$ cat src/rtl/cpu_run_controller_if.sv
// Harness/core bundle for the CPU run controller.
// master: debug harness + core side; slave: the controller.
interface cpu_run_controller_if #(
  parameter int PC_W  = 4,
  parameter int CNT_W = 16
);
  logic             start;
  logic             stop;
  logic             step;
  logic             bp_en;
  logic [PC_W-1:0]  bp_addr;
  logic [CNT_W-1:0] cycle_limit;
  logic             halt_on_zero;
  logic [PC_W-1:0]  pc_in;
  logic             zero_flag_in;
  logic             cpu_en;
  logic             pipe_flush;
  logic             busy;
  logic             halted;
  logic [2:0]       halt_cause;
  logic [CNT_W-1:0] cycle_count;

  modport master (
    output start, stop, step, bp_en, bp_addr,
    output cycle_limit, halt_on_zero,
    output pc_in, zero_flag_in,
    input  cpu_en, pipe_flush, busy, halted,
    input  halt_cause, cycle_count
  );

  modport slave (
    input  start, stop, step, bp_en, bp_addr,
    input  cycle_limit, halt_on_zero,
    input  pc_in, zero_flag_in,
    output cpu_en, pipe_flush, busy, halted,
    output halt_cause, cycle_count
  );
endinterface

$ cat src/rtl/cpu_run_controller.sv
// Run controller: gates CPU clock-enable for start/stop/step,
// breakpoint, cycle budget and halt-on-zero. Ports: clk, rst_n, bus.
module cpu_run_controller #(
  parameter int PC_W         = 4,
  parameter int CNT_W        = 16,
  parameter int FLUSH_CYCLES = 2
) (
  input logic clk,
  input logic rst_n,
  cpu_run_controller_if.slave bus
);

  typedef enum logic [2:0] {
    S_IDLE, S_FLUSH, S_RUN, S_STEP, S_HALT
  } state_t;

  localparam int FW =
    (FLUSH_CYCLES > 1) ? $clog2(FLUSH_CYCLES) : 1;
  localparam logic [FW-1:0] FLUSH_LAST =
    FW'(FLUSH_CYCLES - 1);
  localparam logic [CNT_W-1:0] CNT_MAX = '1;

  localparam logic [2:0] C_NONE  = 3'd0;
  localparam logic [2:0] C_STOP  = 3'd1;
  localparam logic [2:0] C_BP    = 3'd2;
  localparam logic [2:0] C_LIMIT = 3'd3;
  localparam logic [2:0] C_ZERO  = 3'd4;
  localparam logic [2:0] C_STEP  = 3'd5;

  state_t           state_q, state_d;
  logic [FW-1:0]    flush_q, flush_d;
  logic [CNT_W-1:0] count_q;
  logic [2:0]       cause_q, cause_d;
  logic             resumed_q, resumed_d;
  logic             cold;
  logic             bp_hit, lim_hit, zero_hit;
  logic             hit_any;
  logic             en;

  // Breakpoint is masked on the first RUN cycle after a
  // resume so the core can step off the PC it halted on.
  always_comb begin
    bp_hit   = bus.bp_en && (bus.pc_in == bus.bp_addr)
               && !resumed_q;
    lim_hit  = (bus.cycle_limit != '0)
               && (count_q >= bus.cycle_limit);
    zero_hit = bus.halt_on_zero && bus.zero_flag_in;
    hit_any  = bus.stop || bp_hit || lim_hit || zero_hit;
    en       = ((state_q == S_RUN) && !hit_any)
               || (state_q == S_STEP);
  end

  always_comb begin
    state_d   = state_q;
    flush_d   = flush_q;
    cause_d   = cause_q;
    resumed_d = 1'b0;
    cold      = 1'b0;
    unique case (state_q)
      S_IDLE: begin
        if (bus.start) begin
          state_d = S_FLUSH;
          flush_d = '0;
          cause_d = C_NONE;
          cold    = 1'b1;
        end else if (bus.step) begin
          state_d = S_STEP;
        end
      end
      S_FLUSH: begin
        if (bus.stop) begin
          state_d = S_HALT;
          cause_d = C_STOP;
          flush_d = '0;
        end else if (flush_q == FLUSH_LAST) begin
          state_d = S_RUN;
          flush_d = '0;
        end else begin
          flush_d = flush_q + 1'b1;
        end
      end
      S_RUN: begin
        if (hit_any) begin
          state_d = S_HALT;
          if (bus.stop)     cause_d = C_STOP;
          else if (bp_hit)  cause_d = C_BP;
          else if (lim_hit) cause_d = C_LIMIT;
          else              cause_d = C_ZERO;
        end
      end
      S_STEP: begin
        state_d = S_HALT;
        cause_d = C_STEP;
      end
      S_HALT: begin
        if (bus.start) begin
          state_d   = S_RUN;
          resumed_d = 1'b1;
        end else if (bus.step) begin
          state_d = S_STEP;
        end
      end
      default: state_d = S_IDLE;
    endcase
  end

  always_ff @(posedge clk or negedge rst_n) begin
    if (!rst_n) begin
      state_q   <= S_IDLE;
      flush_q   <= '0;
      cause_q   <= C_NONE;
      resumed_q <= 1'b0;
      count_q   <= '0;
    end else begin
      state_q   <= state_d;
      flush_q   <= flush_d;
      cause_q   <= cause_d;
      resumed_q <= resumed_d;
      if (cold)
        count_q <= '0;
      else if (en && (count_q != CNT_MAX))
        count_q <= count_q + 1'b1;
    end
  end

  assign bus.cpu_en      = en;
  assign bus.pipe_flush  = (state_q == S_FLUSH);
  assign bus.busy        = (state_q == S_FLUSH)
                           || (state_q == S_RUN)
                           || (state_q == S_STEP);
  assign bus.halted      = (state_q == S_HALT);
  assign bus.halt_cause  = cause_q;
  assign bus.cycle_count = count_q;

endmodule

$ cat src/flat_wrapper.sv
// flat-port wrapper written by rule: the top's interface ports become plain ports
module cpu_run_controller_flat 
#(
  parameter int PC_W         = 4,
  parameter int CNT_W        = 16,
  parameter int FLUSH_CYCLES = 2
)
  (clk, rst_n, bus_start, bus_stop, bus_step, bus_bp_en, bus_bp_addr, bus_cycle_limit, bus_halt_on_zero, bus_pc_in, bus_zero_flag_in, bus_cpu_en, bus_pipe_flush, bus_busy, bus_halted, bus_halt_cause, bus_cycle_count);
  cpu_run_controller_if #(.PC_W(PC_W), .CNT_W(CNT_W)) bus_i ();
  input logic clk;
  input logic rst_n;
  input wire logic [$bits(bus_i.start)-1:0] bus_start;
  input wire logic [$bits(bus_i.stop)-1:0] bus_stop;
  input wire logic [$bits(bus_i.step)-1:0] bus_step;
  input wire logic [$bits(bus_i.bp_en)-1:0] bus_bp_en;
  input wire logic [$bits(bus_i.bp_addr)-1:0] bus_bp_addr;
  input wire logic [$bits(bus_i.cycle_limit)-1:0] bus_cycle_limit;
  input wire logic [$bits(bus_i.halt_on_zero)-1:0] bus_halt_on_zero;
  input wire logic [$bits(bus_i.pc_in)-1:0] bus_pc_in;
  input wire logic [$bits(bus_i.zero_flag_in)-1:0] bus_zero_flag_in;
  output wire logic [$bits(bus_i.cpu_en)-1:0] bus_cpu_en;
  output wire logic [$bits(bus_i.pipe_flush)-1:0] bus_pipe_flush;
  output wire logic [$bits(bus_i.busy)-1:0] bus_busy;
  output wire logic [$bits(bus_i.halted)-1:0] bus_halted;
  output wire logic [$bits(bus_i.halt_cause)-1:0] bus_halt_cause;
  output wire logic [$bits(bus_i.cycle_count)-1:0] bus_cycle_count;
  assign bus_i.start = bus_start;
  assign bus_i.stop = bus_stop;
  assign bus_i.step = bus_step;
  assign bus_i.bp_en = bus_bp_en;
  assign bus_i.bp_addr = bus_bp_addr;
  assign bus_i.cycle_limit = bus_cycle_limit;
  assign bus_i.halt_on_zero = bus_halt_on_zero;
  assign bus_i.pc_in = bus_pc_in;
  assign bus_i.zero_flag_in = bus_zero_flag_in;
  assign bus_cpu_en = bus_i.cpu_en;
  assign bus_pipe_flush = bus_i.pipe_flush;
  assign bus_busy = bus_i.busy;
  assign bus_halted = bus_i.halted;
  assign bus_halt_cause = bus_i.halt_cause;
  assign bus_cycle_count = bus_i.cycle_count;
  cpu_run_controller #(.PC_W(PC_W), .CNT_W(CNT_W), .FLUSH_CYCLES(FLUSH_CYCLES)) u_core (.clk(clk), .rst_n(rst_n), .bus(bus_i));
endmodule
$ cat config.mk
export PLATFORM = sky130hd
export DESIGN_NAME = cpu_run_controller_flat
export DESIGN_NICKNAME = d
export VERILOG_FILES = /design/src/rtl/cpu_run_controller_if.sv /design/src/rtl/cpu_run_controller.sv /design/src/flat_wrapper.sv
export SDC_FILE = /design/constraint.sdc
export NUM_CORES = 1
export LEC_CHECK = 0
export CAP_MARGIN = 20
export CORE_UTILIZATION = 40
export CTS_BUF_LIST = sky130_fd_sc_hd__clkbuf_16
export DETAILED_ROUTE_END_ITERATION = 7
export PLACE_DENSITY = 0.69
export SLEW_MARGIN = 20
export SYNTH_ARGS = -nofsm -noshare
export SYNTH_HDL_FRONTEND = slang
export SYNTH_SLANG_ARGS = --single-unit
export TNS_END_PERCENT = 100
$ cat constraint.sdc
create_clock -name clk -period 5.2 [get_ports clk]
set_input_delay 1.04 -clock clk [delete_from_list [all_inputs] [get_ports clk]]
set_output_delay 1.04 -clock clk [all_outputs]
set_load 0.005 [all_outputs]
==> results of run 1 <==
cell usage in the layout (no fill, tap or decap), drive strengths merged, types with 2 or more instances in the layout:
master	count
clkbuf	3
inv	27
nand2b	5
clkdlybuf4s50	53
nand3b	2
buf	2
nor2b	3
nor2	17
o22ai	3
ha	17
a21oi	12
nor3	6
o21ai	10
and3	2
nand2	24
o2111a	2
and2	2
a2111oi	3
or4	6
o31ai	5
dfrtp	24
nand3	7
mux2i	5
xnor2	2
nand4	7
nor4	6
o211ai	4
or3	3
how the worst max path moves through the flow:
stage                       endpoint  cells past startpoint  slack (ns)
after floorplan           bus_cpu_en                      8        1.71
after global placement    bus_cpu_en                     10        0.61
after detailed placement  bus_cpu_en                     10        0.58
after CTS                 bus_cpu_en                     10        0.57
after global routing      bus_cpu_en                     10        0.35
final                     bus_cpu_en                     10        0.60
cell families after synthesis:
group,Yosys count
AO/OA/AOI/OAI,50
buffers and inverters,34
multiplexers,5
XOR/XNOR,2
flip-flops,24
adder cells (fa/ha/maj),17
AND/OR/NAND/NOR,92
area by class of cell:
class	instances	area [µm²]
fill	407	1896
multi-input combinational	166	1130
sequential	24	600.6
timing repair buffer	55	543.0
inverter	27	101.3
clock buffer	3	75.07
tap	52	65.06
clock inverter	1	3.754
routing by layer:
layer  GRT usage  vias to the layer above  part of all wire
li1            -                      924                 -
met1      0.2951                      845              0.52
met2      0.2910                       44              0.43
met3     0.02742                        5             0.049
met4     0.06444                        0            0.0094
met5           0                        -                 0
flip-flops by register name, indices dropped and copies added, names as in the netlist:
register                cells
u_core.bus.cycle_count     16
u_core.resumed_q            1
u_core.bus.halt_cause       3
u_core.flush_q              1
u_core.state_q              3
stage by stage:
step | util | hold slack (ns) | setup WS, ns
global placement | 0.5539 | 0.4871 | 0.6144
global route | 0.5706 | 0.5283 | 0.3463
finish | 0.5706 | 0.5009 | 0.5956
floorplan | - | 0.4893 | 1.711
CTS | 0.5706 | 0.5062 | 0.5679
detailed placement | 0.5527 | 0.4919 | 0.5756
power groups by stage:
stage | clock [mW] | combinational (mW) | sequential [mW]
floorplan | 0 | 0.179 | 0.234
global placement | 0 | 0.263 | 0.259
detailed placement | 0 | 0.265 | 0.260
CTS | 0.171 | 0.266 | 0.257
global route | 0.177 | 0.296 | 0.262
finish | 0.169 | 0.264 | 0.258
==> flow_metrics.py, run 1 <==
metrics = {
    "status": {
        "status": "completed",
    },
    "power_and_ir_drop": {
        "intPower_mw": 0.4500,
        "pwr-share-seq": 0.373,
        "power.total_mw": 0.6910,
        "p_leak_nw": 1.117,
        "combPwrFrac": 0.383,
        "power.net_switching_mw": 0.2409,
        "ir_worst_vdd_uv": 138.3,
        "power_density_nw_per_um2": 274.3,
        "switching_share": 0.3487,
        "clkPwrFrac": 0.244,
    },
    "floorplanning": {
        "std_cell_rows": 24,
        "dieHeight_um": 70.43,
        "floorplan.die_area_um2": 4960,
        "core_um2": 4414,
        "chipWidth_um": 70.43,
        "start_util": 0.4243,
        "ioPinCount": 55,
    },
    "job": {
        "maxCapViolCount": 0,
    },
    "final_layout": {
        "num_antenna_cells": 0,
        "fin_area_um2": 2519,
        "drive_gt1_frac": 0.04348,
        "area_delta_synth_final_pct": 34.47,
        "fin_cells": 328,
        "layout.nets": 326,
    },
    "sta": {
        "fin_worst_skew_ns": 0.003736,
        "finalCriticalPeriod_ns": 4.604,
        "worstMarginPinSlew_ns": 0.9579,
        "slew_headroom": 0.3614,
        "period_share": 0.8855,
        "fmax_ghz": 0.2172,
        "setup_violations": 0,
        "slew_viol_final": 0,
        "setup_tns_ns": 0,
        "finalHoldViolCount": 0,
        "rsz0062_at_grt": "no",
    },
    "worst_setup_path": {
        "critical_path_class": "primary input to primary output",
        "startpoint": "bus_cycle_limit[2]",
        "critPathTopFamily": "compound AO/OA/AOI/OAI gates",
        "rr_endpoint": "u_core.bus.cycle_count[15]$_DFFE_PN0P_",
        "path_max_fanout": 6,
        "rrSetupSlack_ns": 2.28,
        "worstPathArrival_ns": 3.56,
        "cp-start-kind": "primary input",
        "critical_path_buf_inv_count": 3,
        "cp_slowest_stage_delay_ns": 0.50,
        "worst_ep_required_time_ns": 4.16,
        "path_cells": "clkdlybuf4s50_1 -> inv_1 -> ha_1 -> a211oi_2 -> o21ai_1 -> a2111oi_2 -> o41a_2 -> o21ai_1 -> nand2_1 -> clkdlybuf4s50_1",
        "cp-end-kind": "primary output",
        "crit_slowest_cell": "clkdlybuf4s50_1",
        "ff2ff_path_depth": 8,
        "rr_startpoint": "u_core.bus.cycle_count[2]$_DFFE_PN0P_",
    },
    "logic_synthesis": {
        "synth_top_cell_by_area": "dfrtp_1",
        "synth.yosys.seq_area_share": 0.3206,
        "synthXorXnorAreaFrac": 0.009352,
        "synth-simple-area-share": 0.2592,
        "synth_cell_types": 46,
        "yosysWarnings": 0,
        "synthAdderAreaFrac": 0.1136,
        "synth-main-ff-cell": "dfrtp_1",
        "syn-instance-count": 224,
        "synth_compound_area_frac": 0.1944,
        "async_flop_share": 1.000,
        "synth-seq-cells": 24,
        "synth_top_cells_by_area": "dfrtp_1, ha_1, inv_1",
        "synth_area_um2": 1873,
        "synth_top_family_by_area": "simple AND/OR/NAND/NOR gates",
        "synth.area.mux_share": 0.02672,
        "synth_nets": 273,
        "synth_common_cells": "inv_1, dfrtp_1, nand2_1, ha_1, nor2_1",
        "yosysMostFrequentCell": "inv_1",
        "synth_top_area_share": 0.3206,
        "synth-edff-count": 0,
        "syn_avg_cell_area_um2": 8.362,
    },
    "global_routing": {
        "grt_usage": 0.1978,
        "grt_first_pass_wirelength_um": 7866,
        "grt-ovfl-total": 0,
        "grt_pass1_vias": 1702,
        "antenna_found_initial": 0,
        "grt_max_degree": 25,
    },
    "min_path": {
        "min_path_cells": 1,
        "hp-class": "register to register",
        "hold_path_end": "u_core.bus.halt_cause[1]$_DFFE_PN0P_",
        "worstHoldStart": "u_core.bus.halt_cause[1]$_DFFE_PN0P_",
    },
    "clock_network": {
        "cts_setup_buffers": 0,
        "cts_buffers": 3,
        "clk_root_buffer_cell": "clkbuf_16",
        "cts_tree": "yes",
        "cts_resized": 0,
        "clock_latency_ns": 0.26,
        "cts_max_level": 1,
        "cts.path.max_buffers": 2,
        "clk_pin_slew_worst_paths_ns": 0.06,
        "hold_buffers": 0,
        "clkSinkCount": 24,
    },
    "routing": {
        "num_vias": 1818,
        "drc": 0,
        "firstDrtPassIters": 4,
        "drt_iter0_drc": 66,
        "avgRoutedWirePerCell_um": 14.31,
        "vias_per_cell": 5.543,
        "drt-total-wl_um": 4693,
        "antenna_left": 0,
    },
    "placement": {
        "dpl_cell_area_um2": 2440,
        "dp_hpwl_um": 3580,
        "placedCellCount": 324,
        "portBuffers": 54,
        "place.gp.congestion": 0.7651,
    },
}
No activity file was read; power rests on OpenSTA's default activity.
==> inputs of run 2 (changes only) <==
- SETUP_SLACK_MARGIN: unset -> 0.2
- SLEW_MARGIN: 20 -> 10
==> run 2 against run 1 <==
Net effect:
- sequential share of layout area decreased by 0.30 points
- via count increased by 1.1%
- global-route usage grew 0.12 points
- critical endpoint unchanged
- cell area up 1.3%
==> flow_metrics.py, run 2 (synthesized netlist as in run 1, its figures left out) <==
metrics = {
    "status": {
        "status": "completed",
    },
    "global_routing": {
        "grt_pass1_vias": 1697,
        "grt_usage": 0.1990,
        "grt_first_pass_wirelength_um": 7900,
        "grt_max_degree": 25,
        "antenna_found_initial": 0,
        "grt-ovfl-total": 0,
    },
    "placement": {
        "placedCellCount": 325,
        "dpl_cell_area_um2": 2472,
        "place.gp.congestion": 0.7651,
        "dp_slack_ns": 0.5903,
        "portBuffers": 54,
        "dp_hpwl_um": 3643,
    },
    "power_and_ir_drop": {
        "intPower_mw": 0.4524,
        "power.net_switching_mw": 0.2430,
        "ir_worst_vdd_uv": 131.6,
        "p_leak_nw": 1.129,
        "power.total_mw": 0.6955,
        "switching_share": 0.3494,
        "combPwrFrac": 0.385,
        "clkPwrFrac": 0.243,
        "pwr-share-seq": 0.372,
        "power_density_nw_per_um2": 272.6,
    },
    "sta": {
        "slew_headroom": 0.3404,
        "finalCriticalPeriod_ns": 4.603,
        "setup_violations": 0,
        "holdWs_ns": 0.5036,
        "period_share": 0.8851,
        "fin_ws_ns": 0.5974,
        "finalHoldViolCount": 0,
        "slew_viol_final": 0,
        "setup_tns_ns": 0,
        "fin_worst_skew_ns": 0.002255,
        "rsz0062_at_grt": "no",
        "worstMarginPinSlew_ns": 0.9894,
        "fmax_ghz": 0.2173,
    },
    "job": {
        "maxCapViolCount": 0,
    },
    "final_layout": {
        "drive_gt1_frac": 0.04332,
        "layout.nets": 327,
        "fillerInstances": 400,
        "largest_reg_flops": 16,
        "final_cell_mix": "clkdlybuf4s50_1, inv_1, nand2_1, dfrtp_1",
        "area_delta_synth_final_pct": 36.21,
        "fin_area_um2": 2551,
        "seqCellArea_um2": 600.6,
        "num_antenna_cells": 0,
        "final_common_cell": "clkdlybuf4s50_1",
        "multi_input_area_um2": 1130,
        "fin_cells": 329,
        "fin_util": 0.5779,
    },
    "clock_network": {
        "clock_latency_ns": 0.26,
        "cts_max_level": 1,
        "clkSinkCount": 24,
        "cts_setup_buffers": 0,
        "hold_buffers": 0,
        "clk_root_buffer_cell": "clkbuf_16",
        "clk_pin_slew_worst_paths_ns": 0.06,
        "cts_buffers": 3,
        "cts_resized": 0,
        "cts.path.max_buffers": 2,
        "cts_tree": "yes",
    },
    "worst_setup_path": {
        "cp-end-kind": "primary output",
        "path_max_fanout": 6,
        "worst_ep_required_time_ns": 4.16,
        "cp-start-kind": "primary input",
        "critical_path_class": "primary input to primary output",
        "worstPathArrival_ns": 3.56,
    },
    "routing": {
        "drt-total-wl_um": 4784,
        "avgRoutedWirePerCell_um": 14.54,
        "drc": 0,
        "vias_per_cell": 5.587,
        "antenna_left": 0,
        "drt_iter0_drc": 60,
        "num_vias": 1838,
        "firstDrtPassIters": 4,
    },
    "floorplanning": {
        "core_um2": 4414,
        "start_util": 0.4243,
        "floorplan.die_area_um2": 4960,
        "dieHeight_um": 70.43,
        "ioPinCount": 55,
        "std_cell_rows": 24,
        "chipWidth_um": 70.43,
    },
    "min_path": {
        "hp-class": "register to register",
    },
}
run 2: changes by cell type in the layout (fill, tap and decap cells not counted), sizes merged:
cell,change
clkdlybuf4s50,+1
run 2: power groups by stage:
stage | combinational, mW | sequential, mW | clock (mW)
floorplan | 0.179 | 0.234 | 0
global placement | 0.263 | 0.259 | 0
detailed placement | 0.268 | 0.261 | 0
CTS | 0.269 | 0.257 | 0.172
global route | 0.300 | 0.262 | 0.177
finish | 0.268 | 0.259 | 0.169
run 2: worst paths after layout:
path | start | endpoint | slack, ns | cells after the start
hold reg to reg | u_core.bus.halt_cause[1]$_DFFE_PN0P_ | u_core.bus.halt_cause[1]$_DFFE_PN0P_ | 0.50 | 1
setup / recovery | bus_cycle_limit[2] | bus_cpu_en | 0.60 | 10
max in group asynchronous | rst_n | u_core.bus.cycle_count[15]$_DFFE_PN0P_ | 3.64 | 2
setup reg to reg | u_core.bus.cycle_count[2]$_DFFE_PN0P_ | u_core.bus.cycle_count[15]$_DFFE_PN0P_ | 2.24 | 8
hold / removal | u_core.bus.halt_cause[1]$_DFFE_PN0P_ | u_core.bus.halt_cause[1]$_DFFE_PN0P_ | 0.50 | 1
min in group asynchronous | rst_n | u_core.bus.cycle_count[3]$_DFFE_PN0P_ | 1.11 | 1
run 2: worst max-delay path, stage by stage:
cell             delay (ns)
clkdlybuf4s50_1        0.48
inv_1                  0.05
ha_1                   0.30
a211oi_2               0.21
o21ai_1                0.10
a2111oi_2              0.38
o41a_2                 0.23
o21ai_1                0.17
nand2_1                0.11
clkdlybuf4s50_1        0.50
run 2: area by class of cell:
cell class	instances	share of cell area
Inverter	27	0.03973
Sequential cell	24	0.2354
Clock buffer	3	0.02943
Multi-Input combinational cell	166	0.4429
Timing Repair Buffer	56	0.2256
Clock inverter	1	0.001471
Tap cell	52	0.02550
run 2: layer usage:
metal	vias to the layer above	track usage	routed length (µm)
met3	4	0.02886	230
li1	930	-	-
met5	-	0	0
met4	0	0.06667	53
met2	43	0.3037	2074
met1	861	0.2862	2424
